--- config.mk ---
export PLATFORM = sky130hd
export DESIGN_NAME = instr_fetch
export DESIGN_NICKNAME = d
export VERILOG_FILES = /design/src/rtl/instr_fetch.sv
export SDC_FILE = /design/constraint.sdc
export NUM_CORES = 1
export LEC_CHECK = 0
export BUFFER_PORTS_ARGS = -buffer_cell sky130_fd_sc_hd__buf_4
export CORE_ASPECT_RATIO = 1.25
export CORE_MARGIN = 8
export CORE_UTILIZATION = 32
export CTS_BUF_LIST = sky130_fd_sc_hd__clkbuf_16
export CTS_CLUSTER_DIAMETER = 150
export CTS_CLUSTER_SIZE = 28
export DETAILED_ROUTE_END_ITERATION = 8
export GPL_TIMING_DRIVEN = 0
export PLACE_DENSITY_LB_ADDON = 0.05
export SLEW_MARGIN = 20
export SYNTH_ARGS = -nofsm -noshare
export SYNTH_HDL_FRONTEND = slang
export SYNTH_SLANG_ARGS = --single-unit
--- constraint.sdc ---
create_clock -name clk -period 8.3 [get_ports clk]
set_input_delay 1.245 -clock clk [delete_from_list [all_inputs] [get_ports clk]]
set_output_delay 1.245 -clock clk [all_outputs]
set_load 0.005 [all_outputs]
--- src/rtl/instr_fetch.sv ---
// RV32I instruction fetch: owns the fetch PC, handshakes with instruction memory
// (any number of wait states), and buffers up to two {instr, pc} entries for decode.
module instr_fetch #(
  parameter logic [31:0] RESET_PC = 32'h0000_0000
) (
  input  logic        clk,
  input  logic        reset,
  input  logic        PCSrc,
  input  logic [31:0] PCTarget,
  input  logic        Stall,
  output logic        IMemReq,
  output logic [31:0] IMemAddr,
  input  logic        IMemAck,
  input  logic [31:0] IMemRData,
  output logic [31:0] Instr,
  output logic [31:0] PC,
  output logic [31:0] PCPlus4,
  output logic        InstrValid
);

  localparam logic [31:0] NOP = 32'h0000_0013;

  typedef enum logic [1:0] {S_IDLE, S_WAIT, S_DROP} state_t;

  state_t      state_q, state_d;
  logic [31:0] fetch_pc_q, fetch_pc_d;
  logic [31:0] drop_addr_q, drop_addr_d;
  logic [1:0]  cnt_q, cnt_d;
  logic [31:0] instr0_q, instr0_d, pc0_q, pc0_d;
  logic [31:0] instr1_q, instr1_d, pc1_q, pc1_d;

  logic [31:0] target;
  logic        acc;
  logic        deq;

  assign target = PCTarget & 32'hFFFF_FFFC;

  always_comb begin
    state_d     = state_q;
    fetch_pc_d  = fetch_pc_q;
    drop_addr_d = drop_addr_q;
    cnt_d       = cnt_q;
    instr0_d    = instr0_q;
    pc0_d       = pc0_q;
    instr1_d    = instr1_q;
    pc1_d       = pc1_q;
    IMemReq     = 1'b0;
    IMemAddr    = fetch_pc_q;

    case (state_q)
      S_IDLE:  IMemReq = (cnt_q != 2'd2) && !PCSrc;
      S_WAIT:  IMemReq = 1'b1;
      S_DROP: begin
        IMemReq  = 1'b1;
        IMemAddr = drop_addr_q;
      end
      default: IMemReq = 1'b0;
    endcase
    if (reset) IMemReq = 1'b0;

    // Data returned during a redirect, or for a stale request, is never enqueued.
    acc = IMemReq && IMemAck && (state_q != S_DROP) && !PCSrc;
    deq = (cnt_q != 2'd0) && !Stall && !PCSrc;

    case (state_q)
      S_IDLE: if (IMemReq && !IMemAck) state_d = S_WAIT;
      S_WAIT: begin
        if (IMemAck) begin
          state_d = S_IDLE;
        end else if (PCSrc) begin
          state_d     = S_DROP;
          drop_addr_d = fetch_pc_q;
        end
      end
      S_DROP: if (IMemAck) state_d = S_IDLE;
      default: state_d = S_IDLE;
    endcase

    if (PCSrc)    fetch_pc_d = target;
    else if (acc) fetch_pc_d = fetch_pc_q + 32'd4;

    if (PCSrc) begin
      cnt_d    = 2'd0;
      instr0_d = NOP;
    end else begin
      case ({acc, deq})
        2'b11: begin
          if (cnt_q == 2'd2) begin
            instr0_d = instr1_q;
            pc0_d    = pc1_q;
            instr1_d = IMemRData;
            pc1_d    = fetch_pc_q;
          end else begin
            instr0_d = IMemRData;
            pc0_d    = fetch_pc_q;
          end
        end
        2'b10: begin
          cnt_d = cnt_q + 2'd1;
          if (cnt_q == 2'd0) begin
            instr0_d = IMemRData;
            pc0_d    = fetch_pc_q;
          end else begin
            instr1_d = IMemRData;
            pc1_d    = fetch_pc_q;
          end
        end
        2'b01: begin
          cnt_d = cnt_q - 2'd1;
          // An emptied head shows NOP but keeps the last PC for the extender.
          if (cnt_q == 2'd2) begin
            instr0_d = instr1_q;
            pc0_d    = pc1_q;
          end else begin
            instr0_d = NOP;
          end
        end
        default: ;
      endcase
    end
  end

  always_ff @(posedge clk or posedge reset) begin
    if (reset) begin
      state_q     <= S_IDLE;
      fetch_pc_q  <= RESET_PC;
      drop_addr_q <= RESET_PC;
      cnt_q       <= 2'd0;
      instr0_q    <= NOP;
      pc0_q       <= RESET_PC;
      instr1_q    <= NOP;
      pc1_q       <= RESET_PC;
    end else begin
      state_q     <= state_d;
      fetch_pc_q  <= fetch_pc_d;
      drop_addr_q <= drop_addr_d;
      cnt_q       <= cnt_d;
      instr0_q    <= instr0_d;
      pc0_q       <= pc0_d;
      instr1_q    <= instr1_d;
      pc1_q       <= pc1_d;
    end
  end

  assign Instr      = instr0_q;
  assign PC         = pc0_q;
  assign PCPlus4    = pc0_q + 32'd4;
  assign InstrValid = (cnt_q != 2'd0);

endmodule

## Word-level counts from Yosys, hierarchy flattened

Index checks and enable logic that the tools add are counted.

| cells by class | value |
|---|---|
| $add $sub $neg | 4 |
| equal/unequal tests | 16 |
| muxes and demuxes | 27 |
| bitwise gates (word level) | 2 |
| reductions and logical operators | 24 |

Operators with widths:

| kind | count |
|---|---|
| 32-bit 2-to-1 mux | 14 |
| 32-bit case mux with 3 select lines | 2 |
| 32-bit case mux with 2 select lines | 2 |
| 32-bit by 3-bit adder with 32-bit output, second input constant | 2 |
| 2-bit != test, second input constant | 8 |
| 2-bit 2-to-1 mux | 5 |
| 2-bit equality test, second input constant | 4 |
| 4-bit AND reduction | 2 |
| 1-bit logical AND | 7 |
| 3-bit != test, second input constant | 2 |
| 2-bit case mux with 3 select lines | 1 |
| 3-bit AND reduction | 2 |
| 2-bit nonzero test | 3 |
| 3-bit nonzero test | 2 |
| 2-bit by 1-bit equality test with 1-bit output, second input constant | 2 |
| 2-bit logical NOT | 2 |
| 2-bit case mux with 2 select lines | 1 |
| 4-bit nonzero test | 1 |
| 1-bit logical NOT | 3 |
| 2-bit by 1-bit adder with 2-bit output, second input constant | 1 |
| 1-bit inverter | 2 |
| 1-bit case mux with 2 select lines | 1 |
| 2-bit AND reduction | 1 |
| 2-bit OR reduction | 1 |
| other kinds (2) | 2 |

| storage, ports and cells | value |
|---|---|
| flip-flop bits (word level) | 196 |
| input port bits | 69 |
| output and inout bits | 130 |
| word-level logic and storage cells | 81 |

## Longest topological paths before layout

Gate-level depths: netlist of the first run.

| depth | value |
|---|---|
| word-level depth | 10 |
| gate-level depth with buffers | 15 |
| gate-level depth less buffers | 12 |

## Least setup slack after synthesis of the first run

No wires, ideal clock.

| timing path | value |
|---|---|
| kind | input-to-reg |
| start point | input port PCSrc |
| end point | register instr1_q[10] |
| library setup time | 0.125 ns |
| data arrival time | 4.249 ns |
| data required time | 8.175 ns |
| setup slack | 3.926 ns |
| cell stages on the path | 12 |
| buffers on the path | 3 |
| cell sequence | clkbuf_1 > clkinv_1 > a31oi_1 > nor4b_1 > nand2_1 > inv_1 > ha_1 > clkbuf_1 > mux2i_1 > nor3_1 > clkbuf_1 > mux2_2 |

| between the ends | value |
|---|---|
| longest elaborated chain between the ends | 10 |
| elaborated cells between the ends (all ways) | 16 |
| classes of those cells | eq/ne: 4; mux: 3; bitwise: 1; reduce/logical: 8 |

RTL lines:

| element | RTL line | text |
|---|---|---|
| from (decl) | 8 | `input logic PCSrc,` |
| 1-bit logical NOT | 51, 62, 63 |  |
| 1-bit logical AND | 51 | `S_IDLE: IMemReq = (cnt_q != 2'd2) && !PCSrc;` |
| 1-bit case mux with 2 select lines | 50 | `case (state_q)` |
| 1-bit 2-to-1 mux | 59 | `if (reset) IMemReq = 1'b0;` |
| 1-bit logical AND (3 in series) | 62 | `acc = IMemReq && IMemAck && (state_q != S_DROP) && !PCSrc;` |
| 2-bit equality test | 86 | `case ({acc, deq})` |
| 2-bit != test (no source line) / 2-bit nonzero test (equally long branches) | n/a |  |
| 4-bit AND reduction (no source line) | n/a |  |
| to (signal assigned) | 140 | `instr1_q <= instr1_d;` |
| to (decl) | 30 | `logic [31:0] instr1_q, instr1_d, pc1_q, pc1_d;` |

Several ways; a longest one is shown, not always the timed one.
A chain may end at the register's enable or synchronous reset.

## Worst setup path after layout of the first run

| timing path | value |
|---|---|
| start point | input port PCSrc |
| end point | register pc0_q[11] (netlist: PC[11]) |

| between the ends | value |
|---|---|
| longest elaborated chain between the ends | 10 |
| elaborated cells between the ends (all ways) | 17 |
| classes of those cells | eq/ne: 5; mux: 3; bitwise: 1; reduce/logical: 8 |

RTL lines:

| element | RTL line | text |
|---|---|---|
| 1-bit logical NOT | 51, 62, 63 |  |
| 1-bit logical AND | 51 |  |
| 1-bit case mux with 2 select lines | 50 |  |
| 1-bit 2-to-1 mux | 59 |  |
| 1-bit logical AND (3 in series) | 62 |  |
| 2-bit equality test / 2-bit by 1-bit equality test with 1-bit output (equally long branches) | 86 |  |
| 2-bit != test (no source line) / 3-bit nonzero test (equally long branches) | n/a |  |
| 4-bit AND reduction (no source line) | n/a |  |
| to (signal assigned) | 139 | `pc0_q <= pc0_d;` |
| to (decl) | 29 | `logic [31:0] instr0_q, instr0_d, pc0_q, pc0_d;` |

Several ways; a longest one is shown, not always the timed one.

==> results of run 1 <==
## sequential cells by signal, summed over array words and instances, names as in the netlist
signal and flops:
instr1_q 32, cnt_q 2, state_q 2, Instr 32
pc1_q 30, drop_addr_q 30, PC 31, fetch_pc_q 30
## area by class of cell
type	instances	share of cell area [%]
Timing Repair Buffer	197	12.7
Sequential cell	189	39.7
Buffer	72	2.63
Inverter	15	0.535
Multi-Input combinational cell	604	35.4
Tap cell	360	3.77
Clock buffer	17	3.56
Clock inverter	15	1.74
## synth_stat cells (9+ instances only)
cell	count	area [µm²]
a21oi_1	9	45.0
a22oi_1	59	443
a31oi_1	9	56.3
clkbuf_1	55	206
dfrtp_1	183	4580
ha_1	11	138
inv_1	14	52.6
mux2_2	114	1280
nand2_1	114	428
nand3_1	26	130
nand4_1	9	56.3
nor2_1	21	78.8
nor3_1	10	50.1
nor4_1	16	100
o21ai_0	95	475
xnor2_1	40	350
xor2_1	11	96.3
## power groups by stage
stage                     sequential [mW]  clock (mW)  combinational, mW
after global routing                 1.50       0.954               1.31
after detailed placement             1.48           0               1.21
after CTS                            1.46       0.926               1.21
final                                1.46       0.895               1.18
after global placement               1.47           0               1.19
after floorplan                      1.42           0              0.653
## worst paths after layout
| check | from | endpoint | slack, ns | cells after the start |
|---|---|---|---|---|
| worst max register to register | cnt_q[0] | PC[11] | 3.70 | 11 |
| worst min register to register | drop_addr_q[26] | drop_addr_q[26] | 0.48 | 2 |
| max in group asynchronous | reset | fetch_pc_q[15] | 6.47 | 4 |
| worst min-delay path | drop_addr_q[26] | drop_addr_q[26] | 0.48 | 2 |
| min in group asynchronous | reset | instr1_q[29] | 0.78 | 2 |
| worst max-delay path | PCSrc | PC[11] | 3.13 | 12 |
## tightest hold or removal path, cell delays in order, from the launching register on
cell	delay, ns
dfrtp_1	0.35
nand2_1	0.04
o21ai_0	0.06
## kinds of logic (layout without fill, tap and decap cells)
logic type / after synthesis / in the layout / synth area share (%)
buffers and inverters: 87 / 316 / 3.98
adders and majority gates: 11 / 11 / 1.48
xor gates and xnor gates: 51 / 51 / 4.80
muxes: 118 / 118 / 14.2
and+or+nand+nor: 240 / 240 / 12.7
other: 1 / 2 / 0.0403
AOI/OAI and AO/OA: 182 / 182 / 11.8
DFF: 189 / 189 / 50.9
## metal layers
metal / GRT usage, % / vias to the layer above / part of all wire [%]
li1: - / 3555 / -
met1: 20.3 / 3572 / 42
met2: 28.9 / 172 / 50
met3: 4.93 / 30 / 6.2
met4: 5.27 / 2 / 1.8
met5: 0 / - / 0.045
## through the flow
stage / total power [mW] / util (%) / TNS, ns / area [µm²] / instances
final: 3.53 / 41.3 / 0 / 11900 / 1469
after CTS: 3.60 / 41.3 / 0 / 11900 / 1469
after detailed placement: 2.69 / 39.1 / 0 / 11300 / 1437
after floorplan: 2.07 / - / 0 / 9310 / 880
after global routing: 3.77 / 41.3 / 0 / 11900 / 1469
after global placement: 2.66 / 38.8 / -170.03 / 11200 / 1433
==> reports/qor.yml, run 1 <==
crit_family: "compound AO/OA/AOI/OAI gates"
tritoncts.num_buffers: 17
final_min_period_over_clock_period_pct: 62.3
std_cell_rows: 70
fmaxAchievable_mhz: 194
drc_violations_left: 0
synth.distinct_cells: 48
timing.final.crit_period_ns: 5.17
worst_hold_class: "reg2reg"
grt_setup_unrepaired: "no"
fill_cells: 2916
final_weighted_congestion_in_routability_driven_placement: 0.771
syn_avg_cell_area_um2: 10.6
fp.dieArea_um2: 34800
grt_start_max_net_pins: 97
share_clk_of_total_power_pct: 25.3
design.portCount: 199
cts_tree: "yes"
internal_power_mw: 2.36
dp_slack_ns: 2.63
max_cap_violations: 0
powerDensity_nw_per_um2: 296
avgRoutedWirePerCell_um: 19.7
library_cell_used_as_clock_root_buffer: "clkbuf_16"
p_seq_share_pct: 41.2
power_frac_comb_pct: 33.4
area_taken_by_multi_input_logic_gates_um2: 4220
clk_pin_slew_worst_paths_ns: 0.07
synth-main-ff-cell: "dfrtp_1"
critPathKind: "in2reg"
final.hold.worst_slack_ns: 0.484
initialDrtViolationCount: 364
power.switching_mw: 1.17
power.share.switching_pct: 33.2
outcome: "finished clean"
critPathSlowestCell: "nor4b_1"
syn_inst: 879
clock_tree_skew_after_final_layout_ns: 0.00784
global_route_wire_length_before_repair_um: 45200
routed_via_density: 4.99
post_dp_hpwl_um: 21900
critical_path_buf_inv_count: 4
area_growth_syn_to_layout_pct: 28.3
critical_path.max_stage_delay_ns: 0.86
final_hold_violating_endpoints: 0
slew_of_the_pin_with_the_lowest_slew_margin_ns: 1.04
groute.usage.overall_pct: 16.9
design.final.nets: 1176
synth_edf_count: 0
worst-endpoint-arrival_ns: 5.52
vdd.ir_drop.worst_mv: 0.164
cts_setup_buffers: 0
synth_seq_area_share_pct: 50.9
layout.area.seq_um2: 4740
asyncSetResetFlopFracSynth_pct: 100
worst-endpoint-required_ns: 8.65
post_cts.resized_instances: 0
worstPathMaxFanout: 10
final_cell_mix: "buf_4 (200), dfrtp_1 (183), nand2_1 (114), mux2_2 (114), o21ai_0 (95)"
netlist_area_um2: 9310
grt_pass1_vias: 7636
final.setup.worst_slack_ns: 3.13
finalMaxSlewViolations: 0
floorplan.die.width_um: 169
power.leakage_nw: 5.48
cts-htree-levels: 4
antenna_diode_count: 0
floorplan.core_area_um2: 28900
dr_total_vias: 7331
mostFrequentLayoutCell: "buf_4"
crit_path_frequent_cell: "clkbuf_1"
setup_viol: 0
crit_path_cell_trace: "clkbuf_1, clkinv_1, a31oi_1, nor4b_1, nand2_1, ha_1, clkbuf_1, nor2_1, a21oi_1, clkbuf_1, a22oi_1, o21ai_0"
first_pass_iters: 5
cts.path.max_buffers: 2
start_kind: "input pin"
grt_antenna_before_repair: 1
route.antenna.remaining_nets: 0
grt_overflow: 0
cts.sinks: 189
floorplan_die_height_um: 207
clock_insertion_delay_worst_skew_ns: 0.44
post_route_cells_drive_above_1_share_pct: 33.5
syn_warnings: 0
crit_path_end_kind: "flip-flop"
drt_wl_total_um: 29000
initial_utilization_pct: 32.2
relSlewSlack_pct: 30.5
io_buffer_count: 193
ys_seq_elements: 189
count_of_hold_buffers_inserted_by_post_cts_repair: 0
Power figures use the tool's default switching activity.
==> run 2, diff against run 1 <==
==> constraint.sdc (replaced) <==
create_clock -name clk -period 5.3 [get_ports clk]
set_input_delay 0.795 -clock clk [delete_from_list [all_inputs] [get_ports clk]]
set_output_delay 0.795 -clock clk [all_outputs]
set_load 0.005 [all_outputs]
==> run 2 against run 1 <==
  * Sequential power increased by 56%
  * Via count increased by 0.94%
  * First-iteration DRC count increased by 4.7%
  * Largest cell class unchanged
  * Clock power increased by 49%
  * Total power increased by 55%
  * Combinational power increased by 58%
==> reports/qor.yml, run 2 (synthesis gave the netlist of run 1 again) <==
outcome: "finished clean"
cts_tree: "yes"
routed_via_density: 5.02
clock_insertion_delay_worst_skew_ns: 0.43
dp_cells: 1443
worst-endpoint-required_ns: 5.65
slew_of_the_pin_with_the_lowest_slew_margin_ns: 1.08
busiest_layer: "met2"
initialDrtViolationCount: 381
floorplan.core_area_um2: 28900
cts.path.max_buffers: 2
tritoncts.num_buffers: 17
design.final.nets: 1182
cts-htree-levels: 4
post_cts.resized_instances: 0
grt_start_max_net_pins: 31
dr_total_vias: 7400
layout.cells.non_filler: 1474
fp.dieArea_um2: 34800
crit_path_end_kind: "flip-flop"
gr_met2_demand_resource_pct: 29.7
worst-endpoint-arrival_ns: 5.17
library_cell_used_as_clock_root_buffer: "clkbuf_16"
area_growth_syn_to_layout_pct: 29.2
design.portCount: 199
layout.area.seq_um2: 4740
io_buffer_count: 193
clk_pin_slew_worst_paths_ns: 0.07
post_dp_hpwl_um: 22400
finalMaxSlewViolations: 0
worst_hold_class: "in2async"
route.antenna.remaining_nets: 0
drc_violations_left: 0
fill_cells: 2877
relSlewSlack_pct: 27.8
count_of_hold_buffers_inserted_by_post_cts_repair: 0
critPathKind: "in2reg"
fin_setup_tns_ns: 0
timing.final.crit_period_ns: 4.82
worstPathMaxFanout: 10
final_min_period_over_clock_period_pct: 90.9
internal_power_mw: 3.65
cts_setup_buffers: 0
powerDensity_nw_per_um2: 455
grt_setup_unrepaired: "no"
max_cap_violations: 0
groute.usage.overall_pct: 17.1
power.leakage_nw: 5.52
grt_pass1_vias: 7863
area_taken_by_multi_input_logic_gates_um2: 4220
vdd.ir_drop.worst_mv: 0.233
avgRoutedWirePerCell_um: 19.8
post_route_cells_drive_above_1_share_pct: 33.7
global_route_wire_length_before_repair_um: 45800
fmaxAchievable_mhz: 208
clock_tree_skew_after_final_layout_ns: 0.0120
final_weighted_congestion_in_routability_driven_placement: 0.806
floorplan.die.width_um: 169
power.share.switching_pct: 33.3
power.switching_mw: 1.82
share_clk_of_total_power_pct: 24.3
final_cell_mix: "buf_4 (200), dfrtp_1 (183), nand2_1 (114), mux2_2 (114), o21ai_0 (95)"
start_kind: "input pin"
mostFrequentLayoutCell: "buf_4"
first_pass_iters: 4
power_frac_comb_pct: 34.0
floorplan_die_height_um: 207
setup_viol: 0
drt_wl_total_um: 29200
cts.sinks: 189
initial_utilization_pct: 32.2
std_cell_rows: 70
p_seq_share_pct: 41.7
global_route.usage.met3_pct: 5.14
final_hold_violating_endpoints: 0
met1_usage_pct: 20.1
antenna_diode_count: 0
grt_antenna_before_repair: 2
grt_overflow: 0
## run 2: cell count changes in the layout (fill, tap and decap cells not counted), sizes merged
cell,previous run,this run
inv,21,19
clkinvlp,2,1
clkinv,3,6
bufinv,4,3
buf,214,220
## run 2: layer usage
| layer | vias to the layer above | wire length, µm |
|---|---|---|
| met4 | 4 | 514 |
| met2 | 181 | 14700 |
| li1 | 3571 | - |
| met3 | 26 | 1860 |
| met1 | 3618 | 12100 |
| met5 | - | 27 |
## run 2: metrics by stage
step                setup WS (ns)  area, µm²  util, %  total power [mW]  hold WS, ns
finish                      0.481      12000     41.6              5.47        0.405
global route               0.0697      12000     41.6              5.85        0.419
floorplan                    1.38       9310        -              3.25        0.450
CTS                         0.444      12000     41.6              5.56        0.402
detailed placement        -0.0292      11400     39.6              4.22        0.471
global placement           -0.546      11200     38.8              4.17        0.464
## run 2: area by class of cell
class | instances | share of cell area [%]
buffer | 72 | 2.61
clock buffer | 17 | 3.54
clock inverter | 14 | 1.36
inverter | 15 | 0.499
multi-input combinational | 604 | 35.1
sequential | 189 | 39.4
tap | 360 | 3.75
timing repair buffer | 203 | 13.8
## run 2: worst paths after layout
check | from | endpoint | slack [ns] | cells past startpoint
max | PCSrc | PC[4] | 0.48 | 12
min | reset | pc1_q[31] | 0.40 | 2
max reg2reg | cnt_q[0] | PC[4] | 0.63 | 11
min reg2reg | Instr[27] | Instr[27] | 0.48 | 2
max in group asynchronous | reset | instr1_q[0] | 4.00 | 5
min in group clk | Instr[27] | Instr[27] | 0.48 | 2
## run 2: power groups by stage
stage	Clock, mW	Sequential, mW	Combinational [mW]
after global routing	1.42	2.36	2.07
after global placement	0	2.30	1.87
after detailed placement	0	2.31	1.90
after floorplan	0	2.22	1.02
final	1.33	2.28	1.86
after CTS	1.37	2.28	1.91
## run 2: critical path, stage by stage
cell      delay (ns)
clkbuf_1        0.20
clkinv_1        0.26
a31oi_1         0.30
nor4b_1         0.90
nand2_1         0.24
ha_1            0.33
clkbuf_1        0.31
nor2_1          0.07
a21oi_1         0.84
clkbuf_1        0.54
a22oi_1         0.20
o21ai_0         0.18
==> run 3, diff against run 2 <==
--- a/config.mk
+++ b/config.mk
@@ -6,6 +6,7 @@
 export NUM_CORES = 1
 export LEC_CHECK = 0
 export BUFFER_PORTS_ARGS = -buffer_cell sky130_fd_sc_hd__buf_4
+export CAP_MARGIN = 0
 export CORE_ASPECT_RATIO = 1.25
 export CORE_MARGIN = 8
 export CORE_UTILIZATION = 32
@@ -15,6 +16,7 @@
 export DETAILED_ROUTE_END_ITERATION = 8
 export GPL_TIMING_DRIVEN = 0
 export PLACE_DENSITY_LB_ADDON = 0.05
+export RECOVER_POWER = 50
 export SLEW_MARGIN = 20
 export SYNTH_ARGS = -nofsm -noshare
 export SYNTH_HDL_FRONTEND = slang
==> run 3 against run 2 <==
  * The run now ends with max-capacitance violations, max-slew violations left
  * Register-to-register slack about the same
  * Highest routed layer unchanged
  * Sequential cell count unchanged
  * Clock power about the same
  * Wire length decreased by 0.22%
  * First-iteration DRC count increased by 0.79%
  * Worst hold slack improved by 0.064 ns
  * Via count decreased by 0.27%
  * Maximum frequency decreased by 0.34%
  * Clock-buffer cell count unchanged
  * Critical endpoint is now PC[10]
  * Die area unchanged
  * Largest power group unchanged
==> reports/qor.yml, run 3 (synthesis gave the netlist of run 1 again) <==
power.leakage_nw: 5.35
fmaxAchievable_mhz: 207
ff2ff_setup_slack_ns: 0.62
grt_start_max_net_pins: 31
layout.cell_area.non_filler_um2: 11800
avgRoutedWirePerCell_um: 19.8
routed_via_density: 5.01
max_cap_violations: 2
mostFrequentLayoutCell: "dfrtp_1"
timing.critical_path.to: "PC[10]"
tritoncts.num_buffers: 17
global_route_wire_length_before_repair_um: 45800
crit_path_frequent_cell: "clkbuf_1"
drc_violations_left: 0
final_hold_violating_endpoints: 0
critPathSlowestCell: "nor4b_1"
crit_cells: 12
initial_utilization_pct: 32.2
final.setup.worst_slack_ns: 0.465
clk_pin_slew_worst_paths_ns: 0.07
grt_pass1_vias: 7863
cts_tree: "yes"
setup_viol: 0
worst-endpoint-arrival_ns: 5.18
grt_setup_unrepaired: "no"
io_buffer_count: 193
worstPathMaxFanout: 10
fp.dieArea_um2: 34800
floorplan.die.width_um: 169
area_growth_syn_to_layout_pct: 26.8
postLayoutCoreUtil_pct: 40.8
critical_path.reg2reg.endpoint: "PC[10]"
worstRegToRegCells: 11
overall_power_of_the_completed_layout_mw: 5.42
cts.path.max_buffers: 2
outcome: "finished with violations"
vdd.ir_drop.worst_mv: 0.234
reg2reg_from: "cnt_q[0]"
worst_hold_class: "in2async"
library_cell_used_as_clock_root_buffer: "clkbuf_16"
final_weighted_congestion_in_routability_driven_placement: 0.806
relSlewSlack_pct: -7.12
crit_path_cell_trace: "clkbuf_1, clkinv_1, a31oi_1, nor4b_1, nand2_1, ha_1, clkbuf_1, nor2_1, a21oi_1, clkbuf_1, a22oi_1, o21ai_0"
timing.final.crit_period_ns: 4.84
start_kind: "input pin"
drt_wl_total_um: 29100
groute.usage.overall_pct: 17.1
cts.sinks: 189
floorplan.core_area_um2: 28900
count_of_hold_buffers_inserted_by_post_cts_repair: 0
final_cell_mix: "dfrtp_1 (183), buf_4 (137), nand2_1 (114), mux2_2 (114), o21ai_0 (95)"
antenna_diode_count: 0
placed_standard_cell_area_um2: 11400
post_dp_hpwl_um: 22400
crit_path_end_kind: "flip-flop"
post_route_cells_drive_above_1_share_pct: 31.3
critical_path.max_stage_delay_ns: 0.90
finalMaxSlewViolations: 58
post_cts.resized_instances: 0
powerDensity_nw_per_um2: 459
initialDrtViolationCount: 384
cts-htree-levels: 4
design.portCount: 199
fin_setup_tns_ns: 0
first_pass_iters: 5
design.final.nets: 1182
crit_family: "compound AO/OA/AOI/OAI gates"
failed_checks: "max-capacitance violations, max-slew violations"
std_cell_rows: 70
clock_tree_skew_after_final_layout_ns: 0.00889
worst-endpoint-required_ns: 5.65
grt_antenna_before_repair: 2
slew_of_the_pin_with_the_lowest_slew_margin_ns: 1.61
final_min_period_over_clock_period_pct: 91.2
route.antenna.remaining_nets: 0
critPathKind: "in2reg"
dp_slack_ns: -0.0292
critical_path_source: "PCSrc"
dr_total_vias: 7380
critical_path_buf_inv_count: 4
clock_insertion_delay_worst_skew_ns: 0.43
grt_overflow: 0
floorplan_die_height_um: 207
cts_setup_buffers: 0
run 3: final cells by class:
type,count,area (µm²)
Fill cell,2919,17100
Sequential cell,189,4740
Multi-Input combinational cell,604,4220
Timing Repair Buffer,203,1430
Tap cell,360,450
Clock buffer,17,425
Buffer,72,314
Clock inverter,14,164
Inverter,15,57.6
run 3: report_power, final:
part / internal (mW) / switching (mW)
sequential: 1.92 / 0.360
combinational: 0.943 / 0.872
clock: 0.744 / 0.586
run 3: how the worst min path moves through the flow:
stage                               start  slack (ns)  depth (start not counted)              end
after floorplan           drop_addr_q[12]        0.45                          2  drop_addr_q[12]
after global placement    drop_addr_q[30]        0.46                          2  drop_addr_q[30]
after detailed placement  drop_addr_q[30]        0.47                          2  drop_addr_q[30]
after CTS                           reset        0.40                          2        pc1_q[31]
after global routing            Instr[16]        0.51                          2        Instr[16]
final                               reset        0.47                          2        pc1_q[31]
run 3: per-stage QoR:
stage          hold WS [ns]  instances
3_3_place_gp          0.464       1433
2_1_floorplan         0.450        880
5_1_grt               0.510       1474
3_5_place_dp          0.471       1443
6_report              0.469       1474
4_1_cts               0.402       1474
run 3: per-layer routing:
| layer | GRT usage, % | up-vias | share of wire, % |
|---|---|---|---|
| met2 | 29.7 | 178 | 50 |
| li1 | - | 3570 | - |
| met5 | 0 | - | 0.093 |
| met4 | 5.14 | 4 | 1.8 |
| met1 | 20.1 | 3600 | 42 |
| met3 | 5.14 | 28 | 6.5 |
run 3: worst reg2reg max path, cell delays in order, from the launching register on:
cell and delay, ns:
dfrtp_1 0.43, nand2b_1 0.26, a31oi_1 0.30, nor4b_1 0.90, nand2_1 0.24, ha_1 0.33
clkbuf_1 0.31, nor2_1 0.07, a21oi_1 0.85, clkbuf_1 0.54, a22oi_1 0.21, o21ai_0 0.18
